==> src/rtl/alu_ctrl_pkg.sv <==
// Shared definitions for the RA/RB ALU control path: opcode values,
// instruction word field positions and the sequencer state encoding.
package alu_ctrl_pkg;

    // Opcodes forwarded to the datapath output-select decoder
    localparam logic [2:0] OP_XOR  = 3'b000;
    localparam logic [2:0] OP_SHR  = 3'b001;
    localparam logic [2:0] OP_MOV  = 3'b010;
    localparam logic [2:0] OP_EXCH = 3'b011;
    localparam logic [2:0] OP_ADD  = 3'b100;
    localparam logic [2:0] OP_SUB  = 3'b101;
    localparam logic [2:0] OP_OR   = 3'b110;
    localparam logic [2:0] OP_AND  = 3'b111;

    // Instruction word layout: [7]=HALT, [6:3]=repeat count, [2:0]=opcode
    localparam int HALT_BIT = 7;
    localparam int REP_MSB  = 6;
    localparam int REP_LSB  = 3;
    localparam int OP_MSB   = 2;
    localparam int OP_LSB   = 0;
    localparam int REP_W    = REP_MSB - REP_LSB + 1;

    typedef enum logic [2:0] {
        ST_IDLE  = 3'd0,
        ST_FETCH = 3'd1,
        ST_EXEC  = 3'd2,
        ST_WB    = 3'd3,
        ST_DONE  = 3'd4
    } seq_state_e;

endpackage

==> src/rtl/alu_op_sequencer.sv <==
// Multi-cycle sequencer for the two-register ALU datapath. Fetches 8-bit
// instruction words, drives the opcode onto sel, and writes the decoder's
// outA/outB back into RA/RB, repeating each instruction R+1 times until a
// HALT word is fetched.
module alu_op_sequencer
    import alu_ctrl_pkg::*;
#(
    parameter int ADDR_W = 8,
    parameter int DATA_W = 16
) (
    input  logic              clk,
    input  logic              rst,
    input  logic              start,
    input  logic [ADDR_W-1:0] start_addr,
    input  logic [DATA_W-1:0] ra_init,
    input  logic [DATA_W-1:0] rb_init,
    output logic              imem_req,
    output logic [ADDR_W-1:0] imem_addr,
    input  logic              imem_ack,
    input  logic [7:0]        imem_data,
    output logic [2:0]        sel,
    input  logic [DATA_W-1:0] dp_a,
    input  logic [DATA_W-1:0] dp_b,
    output logic [DATA_W-1:0] ra,
    output logic [DATA_W-1:0] rb,
    output logic              busy,
    output logic              done,
    output logic [15:0]       op_count
);

    seq_state_e        state_q;
    logic [ADDR_W-1:0] pc_q;
    logic [ADDR_W-1:0] pc_d;
    logic [2:0]        op_q;
    logic [REP_W-1:0]  rep_q;
    logic [2:0]        sel_q;
    logic [DATA_W-1:0] ra_q;
    logic [DATA_W-1:0] rb_q;
    logic              done_q;
    logic [15:0]       cnt_q;
    logic [15:0]       cnt_d;

    function automatic logic [15:0] sat_inc16(input logic [15:0] v);
        return (v == 16'hFFFF) ? v : v + 16'd1;
    endfunction

    // Next PC wraps modulo 2^ADDR_W; op count sticks at its maximum
    always_comb begin
        pc_d  = pc_q + ADDR_W'(1);
        cnt_d = sat_inc16(cnt_q);
    end

    // Sequencer FSM together with all architectural and output registers
    always_ff @(posedge clk) begin
        if (rst) begin
            state_q <= ST_IDLE;
            pc_q    <= '0;
            op_q    <= '0;
            rep_q   <= '0;
            sel_q   <= '0;
            ra_q    <= '0;
            rb_q    <= '0;
            done_q  <= 1'b0;
            cnt_q   <= '0;
        end else begin
            done_q <= 1'b0;
            unique case (state_q)
                ST_IDLE: begin
                    if (start) begin
                        pc_q    <= start_addr;
                        ra_q    <= ra_init;
                        rb_q    <= rb_init;
                        cnt_q   <= '0;
                        state_q <= ST_FETCH;
                    end
                end
                ST_FETCH: begin
                    if (imem_ack) begin
                        op_q  <= imem_data[OP_MSB:OP_LSB];
                        rep_q <= imem_data[REP_MSB:REP_LSB];
                        if (imem_data[HALT_BIT]) begin
                            // done is registered, so raise it on entry to DONE
                            done_q  <= 1'b1;
                            state_q <= ST_DONE;
                        end else begin
                            state_q <= ST_EXEC;
                        end
                    end
                end
                ST_EXEC: begin
                    // sel changes here so the datapath has all of WB to settle
                    sel_q   <= op_q;
                    state_q <= ST_WB;
                end
                ST_WB: begin
                    ra_q  <= dp_a;
                    rb_q  <= dp_b;
                    cnt_q <= cnt_d;
                    if (rep_q == '0) begin
                        pc_q    <= pc_d;
                        state_q <= ST_FETCH;
                    end else begin
                        rep_q   <= rep_q - REP_W'(1);
                        state_q <= ST_EXEC;
                    end
                end
                ST_DONE: begin
                    state_q <= ST_IDLE;
                end
                default: begin
                    state_q <= ST_IDLE;
                end
            endcase
        end
    end

    assign imem_req  = (state_q == ST_FETCH);
    assign busy      = (state_q != ST_IDLE);
    assign imem_addr = pc_q;
    assign sel       = sel_q;
    assign ra        = ra_q;
    assign rb        = rb_q;
    assign done      = done_q;
    assign op_count  = cnt_q;

endmodule
==> config.mk <==
export PLATFORM = sky130hd
export DESIGN_NAME = alu_op_sequencer
export DESIGN_NICKNAME = d
export VERILOG_FILES = /design/src/rtl/alu_ctrl_pkg.sv /design/src/rtl/alu_op_sequencer.sv
export SDC_FILE = /design/constraint.sdc
export NUM_CORES = 1
export LEC_CHECK = 0
export CORE_AREA = 10 10 106 108
export CTS_BUF_LIST = sky130_fd_sc_hd__clkbuf_4 sky130_fd_sc_hd__clkbuf_8
export DETAILED_ROUTE_END_ITERATION = 7
export DIE_AREA = 0 0 116 118
export GPL_TIMING_DRIVEN = 0
export PLACE_DENSITY_LB_ADDON = 0.2
export SLEW_MARGIN = 20
export SYNTH_ARGS = -nofsm -noshare
export SYNTH_HDL_FRONTEND = slang
export SYNTH_SLANG_ARGS = --single-unit
==> constraint.sdc <==
create_clock -name clk -period 1.95 [get_ports clk]
set_input_delay 0.585 -clock clk [delete_from_list [all_inputs] [get_ports clk]]
set_output_delay 0.585 -clock clk [all_outputs]
set_load 0.02 [all_outputs]
### After elaboration in Yosys (flattened, before gate mapping)

Index checks and enable logic that the tools add are counted.

| cells by class | value |
|---|---|
| add/sub/neg operators | 3 |
| equal/unequal tests | 9 |
| multiplexer cells | 19 |
| bitwise logic cells | 2 |
| reduce and logical (&&, ||, !) cells | 12 |

Operators with widths:

| kind | number |
|---|---|
| case mux 16 bit (2 select lines) | 3 |
| 2-to-1 mux 16 bit | 4 |
| adder 16 x 1 -> 16 bit (second input constant) | 1 |
| == test 16 bit (second input constant) | 1 |
| 2-to-1 mux 8 bit | 2 |
| case mux 8 bit (2 select lines) | 1 |
| case mux 3 bit (4 select lines) | 1 |
| 2-to-1 mux 3 bit | 3 |
| AND reduction 3 bit | 3 |
| adder 8 x 1 -> 8 bit (second input constant) | 1 |
| 2-to-1 mux 4 bit | 2 |
| != test 2 bit (second input constant) | 4 |
| case mux 4 bit (2 select lines) | 1 |
| == test 3 x 2 -> 1 bit (second input constant) | 2 |
| AND reduction 2 bit | 3 |
| zero test 4 bit | 1 |
| nonzero test 2 bit | 2 |
| subtractor 4 x 1 -> 4 bit (second input constant) | 1 |
| == test 3 x 1 -> 1 bit (second input constant) | 1 |
| zero test 3 bit | 1 |
| nonzero test 3 bit | 1 |
| OR reduction 3 bit | 1 |
| 2-to-1 mux 2 bit | 1 |
| != test 2 x 1 -> 1 bit (second input constant) | 1 |
| 2 further kinds | 3 |

| word-level totals | value |
|---|---|
| register bits | 70 |
| input port bits | 84 |
| output and inout port bits | 62 |
| word-level logic and storage cells | 54 |

### Longest topological paths before layout

Gate-level depths: netlist of the first run.

| logic depth | value |
|---|---|
| word-level depth | 3 |
| gate-level depth with buffers | 7 |
| depth with buffers taken out | 6 |

### Worst setup path after synthesis of the first run

Ideal clock, no wire load.

| timing path | value |
|---|---|
| kind | reg-to-reg |
| start point | register cnt_q[0] (netlist: op_count[0]) |
| end point | register cnt_q[7] (netlist: op_count[7]) |
| library setup time | 0.121 ns |
| arrival | 1.880 ns |
| required time | 1.829 ns |
| slack | -0.051 ns |
| cell stages (with the launch flop) | 6 |
| buffers on the path | 0 |
| clock period less this slack | 2.001 ns |
| cell sequence | dfxtp_1 > ha_1 > and4_1 > and4_1 > a2111oi_2 > mux2_2 |

| on the way | value |
|---|---|
| cells in the longest elaborated chain, start to end | 3 |
| elaborated cells on any way between the ends | 6 |
| classes of those cells | add/sub: 1; eq/ne: 2; mux: 2; reduce/logical: 1 |

RTL lines:

| element | line | source |
|---|---|---|
| from (decl) | alu_op_sequencer.sv:40 | `logic [15:0] cnt_q;` |
| from (signal assigned) | alu_op_sequencer.sv:98 | `cnt_q <= cnt_d;` |
| adder 16 x 1 -> 16 bit / == test 16 bit (equally long branches) | alu_op_sequencer.sv:44 | `return (v == 16'hFFFF) ? v : v + 16'd1;` |
| 2-to-1 mux 16 bit / != test 2 bit (equally long branches) | n/a |  |
| case mux 16 bit (2 select lines) / AND reduction 3 bit (equally long branches) | n/a |  |

Parallel ways exist; a longest one is shown, timed or not. The select of a mux whose other input is x is not followed.
A chain may end at the register's enable or synchronous reset.

### Worst setup path after layout of the first run

| timing path | value |
|---|---|
| start point | register rb_q[15] (netlist: rb[15]) |
| end point | output port rb[15] |

RTL lines:

| element | line | source |
|---|---|---|
| from (decl) | alu_op_sequencer.sv:38 | `logic [DATA_W-1:0] rb_q;` |
| from (signal assigned) | alu_op_sequencer.sv:72 | `rb_q <= rb_init;` |
| from (signal assigned) | alu_op_sequencer.sv:97 | `rb_q <= dp_b;` |
| to (decl) | alu_op_sequencer.sv:25 | `output logic [DATA_W-1:0] rb,` |

No word-level cell between the ends.

==> results.sh, run 1 <==
export IMPL_cts_hold_buf=0
export IMPL_crit_type="reg -> out"
export IMPL_num_nets_final=682
export IMPL_postRouteAntennaNets=0
export IMPL_maxCapViolCount=0
export IMPL_synth_top_family_by_area="simple AND/OR/NAND/NOR gates"
export IMPL_min_period_ps=1920
export IMPL_start_util_pct=39.0
export IMPL_clk_pin_slew_worst_paths_ps=70
export IMPL_finalHoldViolations=0
export IMPL_core_rowCount=35
export IMPL_internal_power_mw=3.00
export IMPL_synth_mux_area_fraction_pct=3.55
export IMPL_final_cells=711
export IMPL_p_comb_share_pct=22.2
export IMPL_clock_path_buffers=2
export IMPL_pre_cts_ws_ps=-825
export IMPL_worstSetupStartpointType="register"
export IMPL_slew_violations=0
export IMPL_clock_sinks=70
export IMPL_p_seq_share_pct=38.8
export IMPL_drive_gt1_share_pct=12.2
export IMPL_relSlewSlack_pct=51.9
export IMPL_switching_power_mw=1.09
export IMPL_syn_inst=433
export IMPL_antenna_cells=0
export IMPL_numPortBuffers=145
export IMPL_synth_area_per_cell_um2=8.21
export IMPL_io_pins=146
export IMPL_finalHoldWorstSlack_ps=498
export IMPL_vias=4043
export IMPL_cts_root_buffer="clkbuf_8"
export IMPL_drc=0
export IMPL_path_cells="clkdlybuf4s50_1"
export IMPL_met2_usage_pct=29.9
export IMPL_cp_arrival_ps=1340
export IMPL_ys_seq_area_share_pct=39.4
export IMPL_synth_fa_ha_area_share_pct=1.06
export IMPL_top_usage_layer="met2"
export IMPL_setup_viol=0
export IMPL_period_share_pct=98.7
export IMPL_max_stage_delay_ps=620
export IMPL_core_mm2=0.00911
export IMPL_synth_edf_count=0
export IMPL_max_freq_mhz=520
export IMPL_p_clk_share_pct=39.0
export IMPL_dr_pass1_iters=7
export IMPL_grt_pass1_vias=3855
export IMPL_p_per_area_mw_per_mm2=735
export IMPL_critical_path_required_ps=1360
export IMPL_crit_family="buffers and inverters"
export IMPL_ir_drop_mv=0.322
export IMPL_grt_max_degree=13
export IMPL_fin_ws_ps=25.7
export IMPL_synthesis_nets=520
export IMPL_fillers=841
export IMPL_die_height_um=118
export IMPL_ys_types=59
export IMPL_switching_share_pct=26.7
export IMPL_worst_pin_slew_ps=720
export IMPL_cp_max_fo=2
export IMPL_wirelength_mm=13.7
export IMPL_synth_area_mm2=0.00356
export IMPL_via_per_inst=5.69
export IMPL_rsz0062_at_grt="yes"
export IMPL_synth_xor_area_share_pct=0
export IMPL_yosys_area_share_simple_pct=27.8
export IMPL_utilization_pct=61.1
export IMPL_synth_ff_type="dfxtp_1"
export IMPL_fp_dieW_um=116
export IMPL_use_met3_pct=6.57
export IMPL_antenna_found_initial=0
export IMPL_dp_hpwl_mm=10.2
export IMPL_synthToLayoutAreaGrowth_pct=56.6
export IMPL_synth_seq_cells=70
export IMPL_critical_path_slowest_cell="clkdlybuf4s50_1"
export IMPL_htree_levels=3
export IMPL_gp_congestion=0.962
export IMPL_clock_latency_ps=360
export IMPL_grt_first_pass_wirelength_mm=21.1
export IMPL_use_met1_pct=23.2
export IMPL_post_place_cells=689
export IMPL_status="completed"
export IMPL_yosysWarningCount=0
export IMPL_dieArea_mm2=0.0137
export IMPL_p_leak_nw=2.25
export IMPL_hold_class="reg -> reg"
export IMPL_grt_remaining_overflow=0
export IMPL_worstSetupEndpointType="output pin"
export IMPL_r2r_setup_slack_ps=50
export IMPL_skew_ps=9.70
export IMPL_cts_tree="built"
export IMPL_synth_compound_area_share_pct=22.8
export IMPL_grt_use_total_pct=19.0
export IMPL_fin_setup_tns_ps=0
export IMPL_cts_buffers=9
export IMPL_async_flop_share_pct=0
export IMPL_drt_iter0_markers=358
export IMPL_crit_buf_inv=1
export IMPL_routedWlPerCell_um=19.3
==> flip-flops by register name, summed over array words and instances, names as in the netlist <==
| signal | cells |
|---|---|
| op_count | 16 |
| ra | 16 |
| rb | 16 |
| imem_addr | 8 |
| rep_q | 4 |
| op_q | 3 |
| sel | 3 |
| state_q | 3 |
| done | 1 |
==> per-layer routing <==
| layer | wire, um | share of wire (%) |
|---|---|---|
| met5 | 0 | 0 |
| met1 | 5680 | 41 |
| met3 | 1540 | 11 |
| met4 | 191 | 1.4 |
| met2 | 6300 | 46 |
==> stage by stage <==
step	area (um2)	power, mW
after global routing	5570	4.25
after floorplan	3560	2.04
final	5570	4.09
after detailed placement	5150	2.49
after CTS	5490	4.09
after global placement	5150	2.48
==> area by class of cell <==
cell class	instances	area, um2	area share [%]
clock inverters	6	133	2.38
well taps	111	139	2.49
clock buffers	10	138	2.47
multi-input cells	327	2050	36.7
flip-flops and latches	70	1410	25.2
repair buffers	151	1470	26.4
inverters	4	15.0	0.270
plain buffers	32	221	3.98
==> cell families (layout without fill, tap and decap cells) <==
kind of cell	Yosys count	in the layout
multiplexers	11	11
adder cells (fa/ha/maj)	3	3
AND/OR/NAND/NOR	205	205
flip-flops	70	70
buffers and inverters	36	203
AO/OA/AOI/OAI	108	108
==> power by group through the flow <==
| stage | sequential, mW | clock, mW | combinational [mW] |
|---|---|---|---|
| floorplan | 1.72 | 0 | 0.322 |
| global placement | 1.62 | 0 | 0.862 |
| detailed placement | 1.62 | 0 | 0.873 |
| CTS | 1.59 | 1.61 | 0.893 |
| global route | 1.60 | 1.68 | 0.973 |
| finish | 1.59 | 1.60 | 0.907 |
==> worst reg2reg max path: stages, from the launching register on <==
cell	delay, ps
dfxtp_2	360
ha_4	190
and4_2	270
and4_4	230
a2111oi_4	360
mux2_2	380
==> synthesized netlist by cell type, drive strengths merged, types with 5 or more instances <==
library cell	number	area share, %
dfxtp	70	39
and2	8	1.4
nor3	10	1.4
nor3b	5	1.1
mux2i	8	2.6
nor4	6	1.2
a311oi	37	9.1
nand3	9	1.3
nor2	53	5.6
clkbuf	13	1.4
and3	12	2.1
buf	19	3.6
a211oi	6	1.3
a21oi	18	2.6
a31oi	7	1.2
nand2	84	9.1
o21ai	18	2.6
==> timing repair <==
| action | in CTS | in global routing |
|---|---|---|
| endpoints found under the setup margin | 86 | 37 |
| gates resized for setup | 54 | 25 |
| setup buffers | 2 | 4 |
| cloned | 0 | 0 |
| pin swaps | 2 | 2 |
==> layout by cell type, fill, tap and decap left out, types with 3 or more instances in the layout <==
cell type        instances
nand3_1                  9
nor3_1                  10
and3_1                  12
dlymetal6s2s_1           4
clkbuf_2                 6
and2_1                   8
buf_6                    5
clkbuf_1                 8
mux2i_1                  6
nor4_1                   5
dfxtp_1                 67
a211oi_1                 6
clkbuf_4                 4
a21oi_1                 17
buf_8                    3
a31oi_1                  7
o21ai_0                 17
nand2_1                 83
clkdlybuf4s50_1        114
clkbuf_8                10
buf_4                    9
nor3b_1                  5
bufinv_16                4
dfxtp_2                  3
nand4_1                  3
a311oi_1                37
nor2_1                  53
mux2_2                   3
dlygate4sd2_1           25
inv_1                    4
buf_2                    4
==> final timing paths <==
| path | startpoint | to | depth (start not counted) |
|---|---|---|---|
| max | rb[15] | rb[15] | 1 |
| min reg2reg | ra[6] | ra[6] | 2 |
| min | ra[6] | ra[6] | 2 |
| max reg2reg | op_count[0] | op_count[7] | 5 |
Power figures use the tool's default switching activity.
==> run 2, diff against run 1 <==
==> constraint.sdc (replaced) <==
create_clock -name clk -period 1.95 [get_ports clk]
set_input_delay 0.195 -clock clk [delete_from_list [all_inputs] [get_ports clk]]
set_output_delay 0.195 -clock clk [all_outputs]
set_load 0.02 [all_outputs]
==> run 2 against run 1 <==
  * Fmax up 1.6%
  * Power shrank 0.49%
  * Combinational power fell by 2.2%
  * Clock skew increased by 1.6 ps
  * Worst hold slack got worse by 99 ps
  * Die area unchanged
  * Highest routed layer unchanged
==> results.sh, run 2 (synthesis results as in run 1) <==
export IMPL_status="completed"
export IMPL_min_period_ps=1890
export IMPL_place_area_mm2=0.00515
export IMPL_slew_violations=0
export IMPL_fin_ws_ps=56.3
export IMPL_worstSetupStartpointType="register"
export IMPL_vias=3991
export IMPL_antenna_found_initial=0
export IMPL_clock_latency_ps=360
export IMPL_rsz0062_at_grt="no"
export IMPL_grt_use_total_pct=18.9
export IMPL_num_nets_final=676
export IMPL_postRouteAntennaNets=0
export IMPL_htree_levels=3
export IMPL_drc=0
export IMPL_critical_path_required_ps=2190
export IMPL_skew_ps=11.3
export IMPL_crit_type="reg -> reg"
export IMPL_wirelength_mm=13.5
export IMPL_grt_remaining_overflow=0
export IMPL_via_per_inst=5.66
export IMPL_routedWlPerCell_um=19.2
export IMPL_cp_arrival_ps=2130
export IMPL_max_freq_mhz=528
export IMPL_cp_max_fo=6
export IMPL_cts_root_buffer="clkbuf_8"
export IMPL_fp_dieW_um=116
export IMPL_finalHoldViolations=0
export IMPL_numPortBuffers=145
export IMPL_clk_pin_slew_worst_paths_ps=80
export IMPL_final_common_cell="clkdlybuf4s50_1"
export IMPL_wl_met1_mm=5.73
export IMPL_cts_buffers=9
export IMPL_maxCapViolCount=0
export IMPL_cts_tree="built"
export IMPL_dp_hpwl_mm=10.2
export IMPL_clock_path_buffers=2
export IMPL_r2r_setup_slack_ps=60
export IMPL_dr_pass1_iters=5
export IMPL_utilization_pct=60.3
export IMPL_setup_viol=0
export IMPL_route_met3_wl_mm=1.44
export IMPL_pre_cts_ws_ps=-435
export IMPL_core_rowCount=35
export IMPL_final_cell_mix="clkdlybuf4s50_1, nand2_1, dfxtp_1"
export IMPL_grt_pass1_vias=3827
export IMPL_start_util_pct=39.0
export IMPL_post_cts_buffers=0
export IMPL_grt_max_degree=13
export IMPL_finalHoldWorstSlack_ps=399
export IMPL_worstSetupEndpointType="register"
export IMPL_clock_sinks=70
export IMPL_synthToLayoutAreaGrowth_pct=54.4
export IMPL_relSlewSlack_pct=51.5
export IMPL_p_per_area_mw_per_mm2=742
export IMPL_hold_class="in -> reg"
export IMPL_core_mm2=0.00911
export IMPL_worst_pin_slew_ps=726
export IMPL_final_area_mm2=0.00549
export IMPL_route_met2_wl_mm=6.14
export IMPL_ir_drop_mv=0.322
export IMPL_p_leak_nw=2.05
export IMPL_antenna_cells=0
export IMPL_gp_congestion=0.962
export IMPL_drt_iter0_markers=340
export IMPL_top_layer="met4"
export IMPL_dieArea_mm2=0.0137
export IMPL_die_height_um=118
export IMPL_drive_gt1_share_pct=10.1
export IMPL_grt_first_pass_wirelength_mm=21.0
export IMPL_io_pins=146
export IMPL_period_share_pct=97.1
-- run 2: final cells by class --
cell class,count,area [um2]
fillers,840,3620
well taps,111,139
flip-flops and latches,70,1400
clock inverters,6,133
plain buffers,32,186
repair buffers,145,1450
inverters,4,15.0
clock buffers,10,138
multi-input cells,327,2020
-- run 2: routing by layer --
layer / global-route usage [%] / vias up
met5: 0 / -
met4: 6.42 / 0
met3: 6.47 / 23
met2: 29.8 / 191
met1: 23.2 / 1868
li1: - / 1909
-- run 2: path summary, 6_finish.rpt --
path	start	end	depth (start not counted)
max	op_count[1]	op_count[7]	5
min reg2reg	ra[6]	ra[6]	2
min	dp_b[14]	rb[14]	3
max reg2reg	op_count[1]	op_count[7]	5
-- run 2: stage by stage --
stage / power, mW / cells / TNS [ps]
6_report: 4.07 / 705 / 0
5_1_grt: 4.23 / 705 / 0
4_1_cts: 4.08 / 705 / -8.68
3_5_place_dp: 2.49 / 689 / -6590
3_3_place_gp: 2.48 / 689 / -5590
2_1_floorplan: 2.04 / 433 / 0
-- run 2: what timing repair did --
item | in CTS | in global routing
setup endpoints to repair | 23 | 35
pin swaps | 0 | 1
gates cloned | 0 | 0
gates resized for setup | 7 | 16
hold buffers | 0 | 0
-- run 2: where the power goes --
part / total (mW) / internal (mW) / switching, mW
Combinational: 0.887 / 0.449 / 0.438
Clock: 1.60 / 1.01 / 0.584
Sequential: 1.59 / 1.53 / 0.0640
Total: 4.07 / 2.99 / 1.09
-- run 2: worst max-delay path, cell delays in order, from the launching register on --
cell,delay [ps]
dfxtp_2,360
ha_4,190
and4_2,270
and4_4,230
a2111oi_4,360
mux2_2,370
